$ cat config.mk
export PLATFORM = sky130hd
export DESIGN_NAME = shift_seq_ctrl_flat
export DESIGN_NICKNAME = d
export VERILOG_FILES = /design/src/rtl/shift_seq_ctrl_if.sv /design/src/rtl/shift_seq_ctrl.sv /design/src/flat_wrapper.sv
export SDC_FILE = /design/constraint.sdc
export NUM_CORES = 1
export LEC_CHECK = 0
export ABC_AREA = 1
export CAP_MARGIN = 10
export CORE_MARGIN = 2
export CORE_UTILIZATION = 48
export CTS_BUF_LIST = sky130_fd_sc_hd__clkbuf_4
export DETAILED_ROUTE_END_ITERATION = 7
export PLACE_DENSITY = 0.82
export SLEW_MARGIN = 10
export SYNTH_ARGS = -nofsm -noshare
export SYNTH_HDL_FRONTEND = slang
export SYNTH_SLANG_ARGS = --single-unit
$ cat constraint.sdc
create_clock -name clk -period 1.4 [get_ports clk]
set_input_delay 0.14 -clock clk [delete_from_list [all_inputs] [get_ports clk]]
set_output_delay 0.14 -clock clk [all_outputs]
set_load 0.005 [all_outputs]
$ cat src/rtl/shift_seq_ctrl_if.sv
// Request/result handshake bundle for the sequential shift controller.
// Master drives requests and consumes results; slave is the controller.
interface shift_seq_ctrl_if #(
    parameter int N = 32
);
    localparam int AW = $clog2(N) + 1;

    logic          req_valid;
    logic          req_ready;
    logic [N-1:0]  req_data;
    logic          req_dir;
    logic [1:0]    req_mode;
    logic [AW-1:0] req_amt;
    logic          res_valid;
    logic          res_ready;
    logic [N-1:0]  res_data;

    modport master (
        output req_valid,
        output req_data,
        output req_dir,
        output req_mode,
        output req_amt,
        input  req_ready,
        input  res_valid,
        input  res_data,
        output res_ready
    );

    modport slave (
        input  req_valid,
        input  req_data,
        input  req_dir,
        input  req_mode,
        input  req_amt,
        output req_ready,
        output res_valid,
        output res_data,
        input  res_ready
    );
endinterface

$ cat src/rtl/shift_seq_ctrl.sv
// One-bit-per-cycle shift sequencer: accepts a shift request, shifts the
// latched operand one position per enabled cycle, then presents the result.
module shift_seq_ctrl #(
    parameter int N = 32
) (
    input  logic            clk,
    input  logic            clr,
    input  logic            en,
    shift_seq_ctrl_if.slave bus,
    output logic            busy
);
    localparam int AW = $clog2(N) + 1;
    localparam int LW = $clog2(N);

    localparam logic [1:0] S_IDLE  = 2'd0;
    localparam logic [1:0] S_SHIFT = 2'd1;
    localparam logic [1:0] S_DONE  = 2'd2;

    logic [1:0]    state_q, state_d;
    logic [N-1:0]  data_q, data_d;
    logic [AW-1:0] cnt_q, cnt_d;
    logic          dir_q, dir_d;
    logic          rot_q, rot_d;
    logic          ari_q, ari_d;

    logic [N-1:0]  shifted;
    logic [AW-1:0] amt_eff;
    logic          req_rot;
    logic          fill_r;

    assign req_rot = (bus.req_mode == 2'b10);

    // Effective count: rotate wraps modulo N, shifts saturate at N.
    always_comb begin
        amt_eff = bus.req_amt;
        if (req_rot) begin
            amt_eff = {1'b0, bus.req_amt[LW-1:0]};
        end else if (bus.req_amt >= AW'(N)) begin
            amt_eff = AW'(N);
        end
    end

    // Single-position move of the working register.
    always_comb begin
        fill_r  = 1'b0;
        shifted = data_q;
        if (rot_q) begin
            fill_r = data_q[0];
        end else if (ari_q) begin
            fill_r = data_q[N-1];
        end
        if (dir_q) begin
            shifted = {data_q[N-2:0], rot_q & data_q[N-1]};
        end else begin
            shifted = {fill_r, data_q[N-1:1]};
        end
    end

    // Next-state logic for the IDLE -> SHIFT -> DONE sequence.
    always_comb begin
        state_d = state_q;
        data_d  = data_q;
        cnt_d   = cnt_q;
        dir_d   = dir_q;
        rot_d   = rot_q;
        ari_d   = ari_q;
        unique case (state_q)
            S_IDLE: begin
                if (bus.req_valid) begin
                    data_d  = bus.req_data;
                    dir_d   = bus.req_dir;
                    rot_d   = req_rot;
                    ari_d   = (bus.req_mode == 2'b01);
                    cnt_d   = amt_eff;
                    state_d = (amt_eff != '0) ? S_SHIFT : S_DONE;
                end
            end
            S_SHIFT: begin
                if (en) begin
                    data_d = shifted;
                    cnt_d  = cnt_q - AW'(1);
                    if (cnt_q == AW'(1)) begin
                        state_d = S_DONE;
                    end
                end
            end
            S_DONE: begin
                if (bus.res_ready) begin
                    state_d = S_IDLE;
                end
            end
            default: state_d = S_IDLE;
        endcase
    end

    // State registers with synchronous clear that drops any work in flight.
    always_ff @(posedge clk) begin
        if (clr) begin
            state_q <= S_IDLE;
            data_q  <= '0;
            cnt_q   <= '0;
            dir_q   <= 1'b0;
            rot_q   <= 1'b0;
            ari_q   <= 1'b0;
        end else begin
            state_q <= state_d;
            data_q  <= data_d;
            cnt_q   <= cnt_d;
            dir_q   <= dir_d;
            rot_q   <= rot_d;
            ari_q   <= ari_d;
        end
    end

    assign bus.req_ready = (state_q == S_IDLE);
    assign bus.res_valid = (state_q == S_DONE);
    assign bus.res_data  = data_q;
    assign busy          = (state_q != S_IDLE);
endmodule

$ cat src/flat_wrapper.sv
// flat-port wrapper written by rule: the top's interface ports become plain ports
module shift_seq_ctrl_flat 
#(
    parameter int N = 32
)
  (clk, clr, en, busy, bus_req_valid, bus_req_data, bus_req_dir, bus_req_mode, bus_req_amt, bus_req_ready, bus_res_valid, bus_res_data, bus_res_ready);
  shift_seq_ctrl_if #(.N(N)) bus_i ();
  input  logic clk;
  input  logic clr;
  input  logic en;
  output logic busy;
  input wire logic [$bits(bus_i.req_valid)-1:0] bus_req_valid;
  input wire logic [$bits(bus_i.req_data)-1:0] bus_req_data;
  input wire logic [$bits(bus_i.req_dir)-1:0] bus_req_dir;
  input wire logic [$bits(bus_i.req_mode)-1:0] bus_req_mode;
  input wire logic [$bits(bus_i.req_amt)-1:0] bus_req_amt;
  output wire logic [$bits(bus_i.req_ready)-1:0] bus_req_ready;
  output wire logic [$bits(bus_i.res_valid)-1:0] bus_res_valid;
  output wire logic [$bits(bus_i.res_data)-1:0] bus_res_data;
  input wire logic [$bits(bus_i.res_ready)-1:0] bus_res_ready;
  assign bus_i.req_valid = bus_req_valid;
  assign bus_i.req_data = bus_req_data;
  assign bus_i.req_dir = bus_req_dir;
  assign bus_i.req_mode = bus_req_mode;
  assign bus_i.req_amt = bus_req_amt;
  assign bus_req_ready = bus_i.req_ready;
  assign bus_res_valid = bus_i.res_valid;
  assign bus_res_data = bus_i.res_data;
  assign bus_i.res_ready = bus_res_ready;
  shift_seq_ctrl #(.N(N)) u_core (.clk(clk), .clr(clr), .en(en), .bus(bus_i), .busy(busy));
endmodule
==> flow_summary.json <==
{
  "design.die.area_um2": 5950,
  "critPathCapture": "u_core.bus.res_data[25]",
  "setup_slack_ps": -89.3,
  "fin_skew_ps": 10.2,
  "syn_area_um2": 2570,
  "hp-class": "input port to flop",
  "ant_nets": 0,
  "avgSynthCellArea_um2": 5.94,
  "rsz0062_at_grt": "yes",
  "synth.distinct_cells": 24,
  "vdd_drop_max_v": 0.00138,
  "via_per_inst": 5.36,
  "hold_viol": 0,
  "critPathKind": "flop to flop",
  "port_buffers": 80,
  "fin_nets": 575,
  "initial_core_util_pct": 49.9,
  "p_leak_nw": 2.03,
  "grt-ovfl-total": 0,
  "slew_headroom_pct": 86.1,
  "crit_path_end_kind": "flop",
  "arrival_ps": 1800,
  "ctsHoldBuffers": 0,
  "critPathRequiredTime_ps": 1710,
  "drtPass1Iterations": 5,
  "rr_worst_depth": 9,
  "drive_gt1_share_pct": 17.8,
  "ys_warn_count": 0,
  "finalCritPeriodShare_pct": 106,
  "r2r_setup_slack_ps": -90,
  "p_int_w": 0.00475,
  "post-route-drc-count": 0,
  "power.total_w": 0.00846,
  "maxCapViolCount": 0,
  "num_rows": 26,
  "period_needed_ps": 1490,
  "place_ws_ps": -148,
  "core_um2": 5140,
  "antenna_found_initial": 0,
  "pwr-share-seq_pct": 26.1,
  "clk_path_buf_depth": 2,
  "dr_total_vias": 3207,
  "crit_start": "u_core.state_q[1]",
  "tightest_slew_ps": 207,
  "rr_endpoint": "u_core.bus.res_data[25]",
  "critPathMaxFanout": 7,
  "grt_max_degree": 41,
  "clock_latency_ps": 370,
  "clkPwrFrac_pct": 9.5,
  "grt_util_all_layers_pct": 24.4,
  "totalNegativeSetupSlack_ps": -825,
  "yosysSeqAreaShare_pct": 33.5,
  "ys_seq_elements": 43,
  "gp_congestion": 0.878,
  "areaGrowthSynthToFinish_pct": 53.1,
  "violations": "setup timing",
  "path_clk_slew_ps": 130,
  "status": "finished, violations left",
  "grt_pass1_wl_um": 12100,
  "die_h_um": 77.1,
  "drv_slew": 0,
  "drtIter0Drc": 200,
  "clkSinkCount": 43,
  "p_comb_share_pct": 64.4,
  "die_w_um": 77.1,
  "htree_levels": 2,
  "fmax_mhz": 671,
  "cts_tree": "yes",
  "p_sw_w": 0.00371,
  "p_sw_share_pct": 43.9,
  "routedWlPerCell_um": 14.2,
  "reg2reg_from": "u_core.state_q[1]",
  "syn_nets": 480,
  "wl_um": 8500,
  "cts_made_buffers": 5,
  "n_antenna_cell": 0,
  "startpoint_type": "flop",
  "p_per_area_nw_per_um2": 2150,
  "nFillCells": 389,
  "grt_pass1_vias": 2843,
  "clockRootBuffer": "clkbuf_4",
  "setup_violations": 27,
  "syn_inst": 432,
  "ios": 81,
  "hpwl_um": 5140
}
[cell usage after synthesis]
cell type    n  area, um2
nand3_1     36        180
nand4_1      3       18.8
nor2_1      27        101
buf_4        7       52.6
o21ai_1     11       55.1
a22oi_1      1       7.51
clkinv_1     1       3.75
buf_2        6       30.0
nand3b_1     1       7.51
nand2_2      1       6.26
xor2_1       1       8.76
inv_2        2       7.51
nand3_2      1       10.0
dfxtp_1     43        861
buf_1        1       3.75
nor2_2       1       6.26
a21oi_1     43        215
clkbuf_1     9       33.8
nand2_1    150        563
o21ai_0     33        165
nor3_1       1       5.00
inv_1       50        188
ha_1         2       25.0
buf_6        1       11.3
[kinds of logic (layout without fill, tap and decap cells)]
group	count (synthesis)	in the layout	synth area share (%)
compound gates	88	88	17.3
flops	43	43	33.5
xor+xnor	1	1	0.341
simple gates	221	221	35.0
buf+inv	77	173	12.9
fa+ha+maj	2	2	0.975
[worst max-delay path: stages (launching register included)]
cell	delay, ps
dfxtp_2	350
buf_6	120
nor2_4	150
buf_6	130
nand2_4	50
nand3_4	170
buf_6	150
clkbuf_16	140
o21ai_1	70
a21oi_1	110
[layer usage]
layer  global-route usage, %  wire length [um]  vias to the layer above
li1                        -                 -                     1553
met1                    29.2              3380                     1477
met2                    43.0              4230                      159
met3                    4.71               701                       18
met4                    9.29               181                        0
met5                       0                 0                        -
[flip-flops by register name, indices dropped and copies added (netlist names)]
name and cells:
u_core.ari_q 1, u_core.bus.res_data 32, u_core.cnt_q 6, u_core.dir_q 1, u_core.rot_q 1, u_core.state_q 2
[worst min path at each step]
stage	startpoint	endpoint	slack (ps)	cells after the start
floorplan	clr	u_core.ari_q	210	1
global placement	u_core.ari_q	u_core.ari_q	450	2
detailed placement	u_core.ari_q	u_core.ari_q	460	2
CTS	bus_req_amt[0]	u_core.cnt_q[0]	340	3
global route	bus_req_amt[0]	u_core.cnt_q[0]	340	3
finish	bus_req_amt[0]	u_core.cnt_q[0]	340	3
[area by class of cell]
class,instances,area (um2),share of cell area (%)
multi-input combinational,312,1460,37.2
timing repair buffer,112,1200,30.6
sequential,43,900,22.9
inverter,53,201,5.13
tap,70,87.6,2.23
clock inverter,3,38.8,0.987
clock buffer,5,37.5,0.955
[per-stage QoR]
stage,area [um2],util (%),hold slack [ps],instances
6_report,3930,76.4,337,598
2_1_floorplan,2570,-,209,432
3_3_place_gp,3490,68.0,454,574
3_5_place_dp,3490,68.0,456,574
5_1_grt,3930,76.4,344,598
4_1_cts,3600,70.0,340,585
[layout by cell type, fill, tap and decap left out, drive strengths merged]
| cell | n |
|---|---|
| clkbuf | 8 |
| nand3b | 1 |
| nand2 | 151 |
| xor2 | 1 |
| a22oi | 1 |
| clkinv | 3 |
| a21oi | 43 |
| buf | 29 |
| ha | 2 |
| dfxtp | 43 |
| inv | 52 |
| nor3 | 1 |
| bufinv | 1 |
| dlygate4sd2 | 3 |
| dlymetal6s2s | 13 |
| o21ai | 44 |
| clkdlybuf4s50 | 64 |
| nand4 | 3 |
| nand3 | 37 |
| nor2 | 28 |
[what timing repair did]
action / in CTS / in global routing
resized for setup: 9 / 88
buffers inserted: 3 / 7
cloned: 0 / 6
setup endpoints to repair: 13 / 55
pin swaps: 1 / 7
[power by group through the flow]
stage          clock network, W  registers [W]  logic [W]
2_1_floorplan                 0        0.00210    0.00263
3_3_place_gp                  0        0.00212    0.00425
3_5_place_dp                  0        0.00214    0.00436
4_1_cts                0.000803        0.00212    0.00444
5_1_grt                0.000864        0.00227    0.00596
6_report               0.000802        0.00221    0.00546
(Power assumes the default switching activity.)
